===== src/rtl/guess_judge_n.sv =====
// guess_judge_n: parametrised guess evaluator for the number-guessing game.
// Sits between the keypad digit registers and the display/score logic.
// Edge-detects confirm, captures the guess, evaluates it one cycle later,
// and produces hints, round progression, per-difficulty miss counts and
// the win/lose lockout.
//
// Ports:
//   clk             system clock
//   restart         asynchronous active-low reset
//   confirm         synchronised confirm button level, active-high
//   keys            player guess, digit i at [i*DIGIT_W +: DIGIT_W], digit 0 LS
//   answer          target value, same packing as keys
//   num_digits      difficulty (active digit count), valid 1..MAX_DIGITS
//   hint            direction to guess next: lower=2'b00, higher=2'b01, none=2'b11
//   round           current round, starts at 1
//   incorrect_guess miss counter of the currently selected difficulty
//   result_valid    one-cycle pulse when an evaluation completes
//   game_won        high in WIN state
//   game_over       high in LOSE state
module guess_judge_n #(
  parameter int unsigned MAX_DIGITS = 4,
  parameter int unsigned DIGIT_W    = 4,
  parameter int unsigned ROUND_W    = 4,
  parameter int unsigned MISS_W     = 3,
  parameter int unsigned MAX_MISSES = 7,
  parameter int unsigned NUM_ROUNDS = 9
) (
  input  logic                              clk,
  input  logic                              restart,
  input  logic                              confirm,
  input  logic [MAX_DIGITS*DIGIT_W-1:0]     keys,
  input  logic [MAX_DIGITS*DIGIT_W-1:0]     answer,
  input  logic [$clog2(MAX_DIGITS+1)-1:0]   num_digits,
  output logic [1:0]                        hint,
  output logic [ROUND_W-1:0]                round,
  output logic [MISS_W-1:0]                 incorrect_guess,
  output logic                              result_valid,
  output logic                              game_won,
  output logic                              game_over
);

  localparam int unsigned ND_W  = $clog2(MAX_DIGITS + 1);
  localparam int unsigned IDX_W = (MAX_DIGITS > 1) ? $clog2(MAX_DIGITS) : 1;
  localparam int unsigned VEC_W = MAX_DIGITS * DIGIT_W;

  typedef enum logic [1:0] {
    S_PLAY,
    S_EVAL,
    S_WIN,
    S_LOSE
  } state_t;

  state_t                 state;
  logic                   confirm_q;
  logic [VEC_W-1:0]       keys_r;
  logic [VEC_W-1:0]       answer_r;
  logic [ND_W-1:0]        nd_r;
  logic [MISS_W-1:0]      miss_cnt [MAX_DIGITS];

  logic                   rise;
  logic                   nd_valid;
  logic [IDX_W-1:0]       cur_idx;
  logic [IDX_W-1:0]       eval_idx;
  logic                   cmp_diff;
  logic                   cmp_gt;
  logic [MISS_W-1:0]      miss_cur;
  logic [MISS_W-1:0]      miss_next;
  logic                   miss_lose;

  assign rise     = confirm & ~confirm_q;
  assign nd_valid = (num_digits != '0) && (32'(num_digits) <= MAX_DIGITS);
  assign cur_idx  = IDX_W'(num_digits - ND_W'(1));
  assign eval_idx = IDX_W'(nd_r - ND_W'(1));

  assign incorrect_guess = nd_valid ? miss_cnt[cur_idx] : '0;

  // Ascending scan: a later (more significant) differing digit overwrites
  // an earlier one, so the final result reflects the most significant diff.
  always_comb begin
    cmp_diff = 1'b0;
    cmp_gt   = 1'b0;
    for (int unsigned i = 0; i < MAX_DIGITS; i++) begin
      if ((i < 32'(nd_r)) &&
          (keys_r[i*DIGIT_W +: DIGIT_W] != answer_r[i*DIGIT_W +: DIGIT_W])) begin
        cmp_diff = 1'b1;
        cmp_gt   = keys_r[i*DIGIT_W +: DIGIT_W] > answer_r[i*DIGIT_W +: DIGIT_W];
      end
    end
  end

  always_comb begin
    miss_cur  = miss_cnt[eval_idx];
    miss_next = (miss_cur == '1) ? miss_cur : miss_cur + 1'b1;
    miss_lose = 32'(miss_next) >= MAX_MISSES;
  end

  always_ff @(posedge clk or negedge restart) begin
    if (!restart) begin
      state        <= S_PLAY;
      confirm_q    <= 1'b1;
      hint         <= 2'b11;
      round        <= ROUND_W'(1);
      result_valid <= 1'b0;
      game_won     <= 1'b0;
      game_over    <= 1'b0;
      keys_r       <= '0;
      answer_r     <= '0;
      nd_r         <= '0;
      for (int unsigned i = 0; i < MAX_DIGITS; i++) begin
        miss_cnt[i] <= '0;
      end
    end else begin
      confirm_q    <= confirm;
      result_valid <= 1'b0;
      case (state)
        S_PLAY: begin
          if (rise && nd_valid) begin
            keys_r   <= keys;
            answer_r <= answer;
            nd_r     <= num_digits;
            state    <= S_EVAL;
          end
        end
        S_EVAL: begin
          result_valid <= 1'b1;
          if (!cmp_diff) begin
            hint <= 2'b11;
            if (round == ROUND_W'(NUM_ROUNDS)) begin
              state    <= S_WIN;
              game_won <= 1'b1;
            end else begin
              round <= round + 1'b1;
              state <= S_PLAY;
            end
          end else begin
            hint               <= cmp_gt ? 2'b00 : 2'b01;
            miss_cnt[eval_idx] <= miss_next;
            if (miss_lose) begin
              state     <= S_LOSE;
              game_over <= 1'b1;
            end else begin
              state <= S_PLAY;
            end
          end
        end
        S_WIN, S_LOSE: begin
          state <= state;
        end
        default: state <= S_PLAY;
      endcase
    end
  end

endmodule


===== config.mk =====
export PLATFORM = sky130hd
export DESIGN_NAME = guess_judge_n
export DESIGN_NICKNAME = d
export VERILOG_FILES = /design/src/rtl/guess_judge_n.sv
export SDC_FILE = /design/constraint.sdc
export NUM_CORES = 1
export LEC_CHECK = 0
export ABC_AREA = 1
export CORE_ASPECT_RATIO = 2
export CORE_MARGIN = 3
export CORE_UTILIZATION = 58
export DETAILED_ROUTE_END_ITERATION = 10
export PLACE_DENSITY = 0.85
export SYNTH_ARGS = -nofsm -noshare
export SYNTH_HDL_FRONTEND = slang
export SYNTH_SLANG_ARGS = --single-unit

===== constraint.sdc =====
create_clock -name clk -period 4.05 [get_ports clk]
set_input_delay 0.6075 -clock clk [delete_from_list [all_inputs] [get_ports clk]]
set_output_delay 0.6075 -clock clk [all_outputs]
set_load 0.02 [all_outputs]

## After elaboration in Yosys (flattened, before gate mapping)

Index checks and enable logic that the tools add are counted.

| word-level totals | value |
|---|---|
| bits in registers | 59 |
| input bits | 38 |
| output and inout bits | 12 |
| logic and storage cells | 91 |

| cells by class | value |
|---|---|
| add/sub/neg operators | 4 |
| order comparisons | 13 |
| equality and inequality tests | 10 |
| mux-type cells | 27 |
| bitwise operators | 7 |
| reductions and logical operators | 16 |

Operators by type and width:

| cell | number |
|---|---|
| $mux 3 | 7 |
| $gt 4x4->1 | 4 |
| $ne 4x4->1 | 4 |
| $bmux 3 s2 | 2 |
| $bwmux 12 | 1 |
| $mux 1 | 10 |
| $mux 2 | 5 |
| $ge 3x3->1 const B | 3 |
| $reduce_and 3->1 | 3 |
| $logic_and 1x1->1 | 7 |
| $demux 3 s2 | 1 |
| $lt 1x3->1 const A | 2 |
| $lt 2x3->1 const A | 2 |
| $not 2->3 | 2 |
| $reduce_and 2->1 | 3 |
| $add 4x1->4 const B | 1 |
| $eq 2x2->1 const B | 2 |
| $eq 4x4->1 const B | 1 |
| $not 1->1 | 4 |
| $pmux 2 s2 | 1 |
| $sub 2x1->2 const B | 2 |
| $add 3x1->3 const B | 1 |
| $eq 3x3->1 const B | 1 |
| $le 3x3->1 const B | 1 |
| other kinds (7) | 7 |

## Longest topological paths before layout

| depth | value |
|---|---|
| word-level depth | 11 |
| gate-level depth with buffers | 15 |
| mapped depth without buffers | 15 |

## Least setup slack after synthesis

Ideal clock, no wire load.

| timing | value |
|---|---|
| kind | input to output |
| start | input num_digits[0] |
| end | output incorrect_guess[2] |
| arrival | 1.605 ns |
| data required time | 3.442 ns |
| setup slack | 1.837 ns |
| cell stages on the path | 6 |
| path buffers | 0 |
| cells stage by stage | inv_1 > ha_1 > inv_1 > a21oi_1 > o21ai_0 > a21oi_1 |

| between the ends | value |
|---|---|
| word-level cells in the longest chain between the ends | 6 |
| elaborated cells between the ends (all ways) | 9 |
| classes of those cells | add/sub (1); order compare (1); mux (4); bitwise (1); reduce/logical (2) |

RTL lines:

| item | line | RTL |
|---|---|---|
| from (decl) | 33 | `input logic [$clog2(MAX_DIGITS+1)-1:0] num_digits,` |
| $sub 2x1->2 | 72 | `assign cur_idx = IDX_W'(num_digits - ND_W'(1));` |
| $not 2->3 (implied by the code) | 75 | `assign incorrect_guess = nd_valid ? miss_cnt[cur_idx] : '0;` |
| $bmux 3 s2 | 75 |  |
| $mux 3 (implied by the code) (2 in a row) | 75 |  |
| $mux 3 * | 75 |  |
| to (decl) | 36 | `output logic [MISS_W-1:0] incorrect_guess,` |

Mark *: on every way between the ends. The rest lies on a longest branch, timed or not. The select of a mux whose other input is x is not followed.

## Worst setup path in the final report

| timing | value |
|---|---|
| start | input num_digits[0] |
| end | output incorrect_guess[1] |

Same word-level chain as after synthesis.

==> results by group <==
Status
  • Outcome: finished, final reports clean

Routing
  • Vias: 2478
  • DR pass1 iterations: 5
  • Avg Vias per Cell: 5.34
  • Antenna viol nets, final: 0
  • Iteration-0 DRC count of the detailed router: 124
  • DRC: 0
  • Drt wl/cell: 14.5 µm
  • DRT Wirelength: 6.71 mm

Global routing
  • Vias in the first global route: 2632
  • Tot GR Track Use: approximately 25%
  • Global-route wire length before repair: 11.5 mm
  • Total gr overflow: 0
  • Antenna violations before repair: 0
  • Largest net degree at the start of global routing: 56

Pwr
  • Leakage: between 1.5 and 2 nW
  • Worst VDD drop: 0.542 mV
  • Pwr Density: between 700 and 800 nW/µm²

STA
  • Slew HR: about 54%
  • TNS Setup: 0 ns
  • Final cycle utilization of the critical path: a little over four fifths
  • Crit path time final: ~3.4 ns
  • Final hold viol count: 0
  • Fmax: 294 MHz
  • Setup violators final: 0
  • Max-slew violations: 0
  • Slew @ Worst Pin: slightly below 0.7 ns
  • RSZ-0062 raised after global routing: false
  • Final Skew: about 0.010 ns

Cells and area
  • Finished Layout Cells: between 400 and 500
  • Inserted Diodes: 0
  • Net count, final: 463
  • Area delta synth->final: 23.5%
  • Layout cell share with drive strength beyond 1: 12.1%

CTS
  • Htree depth: 3
  • Post-CTS Repair Setup Buffers: 0
  • Skew-Pair Late Insertion Delay: 0.35 ns
  • Cts hold-fix bufs: 0
  • TritonCTS Buffers: 9
  • CTS root buf: clkbuf_8
  • Clk sink count: around 60
  • Post_cts resized: 0
  • Clock transition at path regs: around 0.07 ns
  • CTS tree: done
  • Clock Path Buffers: 2

Die
  • Core Area: just over 5000 µm²
  • IO Pins: 50
  • Die Area: 6310 µm²
  • Rows: 37
  • Initial Util: 60.3%
  • Die extent in y: ~110 µm
  • Die width: 57.7 µm

Min path
  • Hold crit path type: in -> async

Worst setup path
  • Reg-to-reg critical path startpoint: nd_r[0]$_DFFE_PN0P_
  • Worst setup SP type: input pin
  • Setup slack, reg-to-reg: between 1 and 1.5 ns
  • Register-to-Register Path Depth: 13
  • Crit. End Element: output pin
  • CP Max Fanout: 8
  • Critical path type: in -> out
  • Req. time, crit path: 3.44 ns
  • CP arrival: 2.80 ns
  • Reg2reg end: state[0]$_DFFE_PN0P_

Yosys
  • Top-count cell post-synth: nand2_1
  • Area leader, netlist: dfrtp_1
  • Post-synth EDFFs: 0
  • Syn nets: approximately 410
  • Synth Register Bits: approximately 60
  • Synth Flop Type: dfrtp_1
  • Async S/R FF share, synth: 100%
  • Netlist cell types: 30
  • Sequential share of the synthesized area: 47.8%
  • Yosys top cell area share: 44.4%
  • Synth Cell Area: between 3000 and 4000 µm²
  • Mean Syn Cell Area: around 9 µm²
  • Post-synth top cells: nand2_1 (61), dfrtp_1 (55), inv_1 (51)
  • Ys Warns: 0
  • Synth area leaders: dfrtp_1 (44%), ha_1 (9.7%), nand2_1 (7.4%), inv_1 (6.2%), mux2_2 (5.8%)
  • Synth Instances: roughly 350

Flow run
  • Maxcap violations: 0

Place
  • Dpl cells: around 450
  • I/O Buffers: slightly below 50
  • Placer congestion estimate: about 0.95
  • DP Wirelength: 5.08 mm
-- metal layers --
layer	wire length [µm]	vias up	part of all wire (%)	global-route usage, %
met5	0	-	0	0
met4	235	0	3.5	15.1
met3	282	19	4.2	5.88
met2	3820	55	57	43.4
met1	2370	1184	35	25.3
li1	-	1220	-	-
-- report_power, final --
group / switching, mW / internal [mW]
sequential: 0.156 / 0.841
clock: 0.233 / 0.297
combinational: 0.769 / 0.526
total: 1.16 / 1.66
-- critical path, cell delays in order --
cell	delay, ns
clkdlybuf4s50_1	0.56
inv_1	0.16
ha_1	0.37
inv_1	0.09
a21oi_1	0.13
o21ai_0	0.11
a21oi_1	0.15
clkdlybuf4s50_1	0.62
-- through the flow --
step                      power [mW]  worst slack, ns  instance area (µm²)  hold slack (ns)  utilization (%)
after floorplan                 1.91             1.84                 3100            0.312                -
after CTS                       2.84            0.656                 3820            0.305             74.4
after global placement          2.23            0.757                 3630            0.452             70.7
after detailed placement        2.30            0.663                 3630            0.457             70.7
after global routing            3.09            0.471                 3820            0.326             74.4
final                           2.82            0.647                 3820            0.292             74.4
-- how the worst max path moves through the flow --
stage	end	from
2_1_floorplan	incorrect_guess[2]	num_digits[0]
5_1_grt	incorrect_guess[0]	num_digits[0]
3_5_place_dp	incorrect_guess[1]	num_digits[0]
3_3_place_gp	incorrect_guess[0]	num_digits[0]
4_1_cts	incorrect_guess[1]	num_digits[0]
6_report	incorrect_guess[1]	num_digits[0]
-- layout by cell type (no fill, tap or decap), drive strengths merged --
master	synthesis	routed
nand2	64	64
dfrtp	55	55
inv	51	51
clkdlybuf4s50	0	48
nor2	40	40
a21oi	33	33
ha	24	24
o21ai	20	20
mux2	16	16
nand3	16	16
clkbuf	0	11
dfstp	4	4
clkinv	1	4
o21a	3	3
xnor2	3	3
buf	6	3
o211ai	2	2
xor2	1	1
nor3b	1	1
o22ai	1	1
or2	1	1
o21bai	1	1
nand3b	1	1
nand4	1	1
bufinv	0	1
clkinvlp	0	1
-- kinds of logic after synthesis --
logic type / count (synthesis) / share of synthesized area, %
AOI/OAI and AO/OA: 60 / 10.3
xor gates and xnor gates: 4 / 1.37
adders and majority gates: 24 / 9.70
buffers and inverters: 58 / 7.96
DFF: 59 / 47.8
muxes: 16 / 5.82
and+or+nand+nor: 124 / 17.0
-- final cells by class --
class	count	area [µm²]
flip-flops and latches	59	1480
clock buffers	11	141
multi-input cells	228	1370
well taps	58	72.6
repair buffers	51	513
clock inverters	5	52.6
inverters	52	195
fillers	379	1310
-- registers in the layout (all words and copies together) (netlist names) --
register and flops:
answer_r 16, nd_r 3, keys_r 16, hint 2
miss_cnt 12, game_over 1, result_valid 1, round 4
state 2, game_won 1, confirm_q 1
Power figures use the tool's default switching activity.
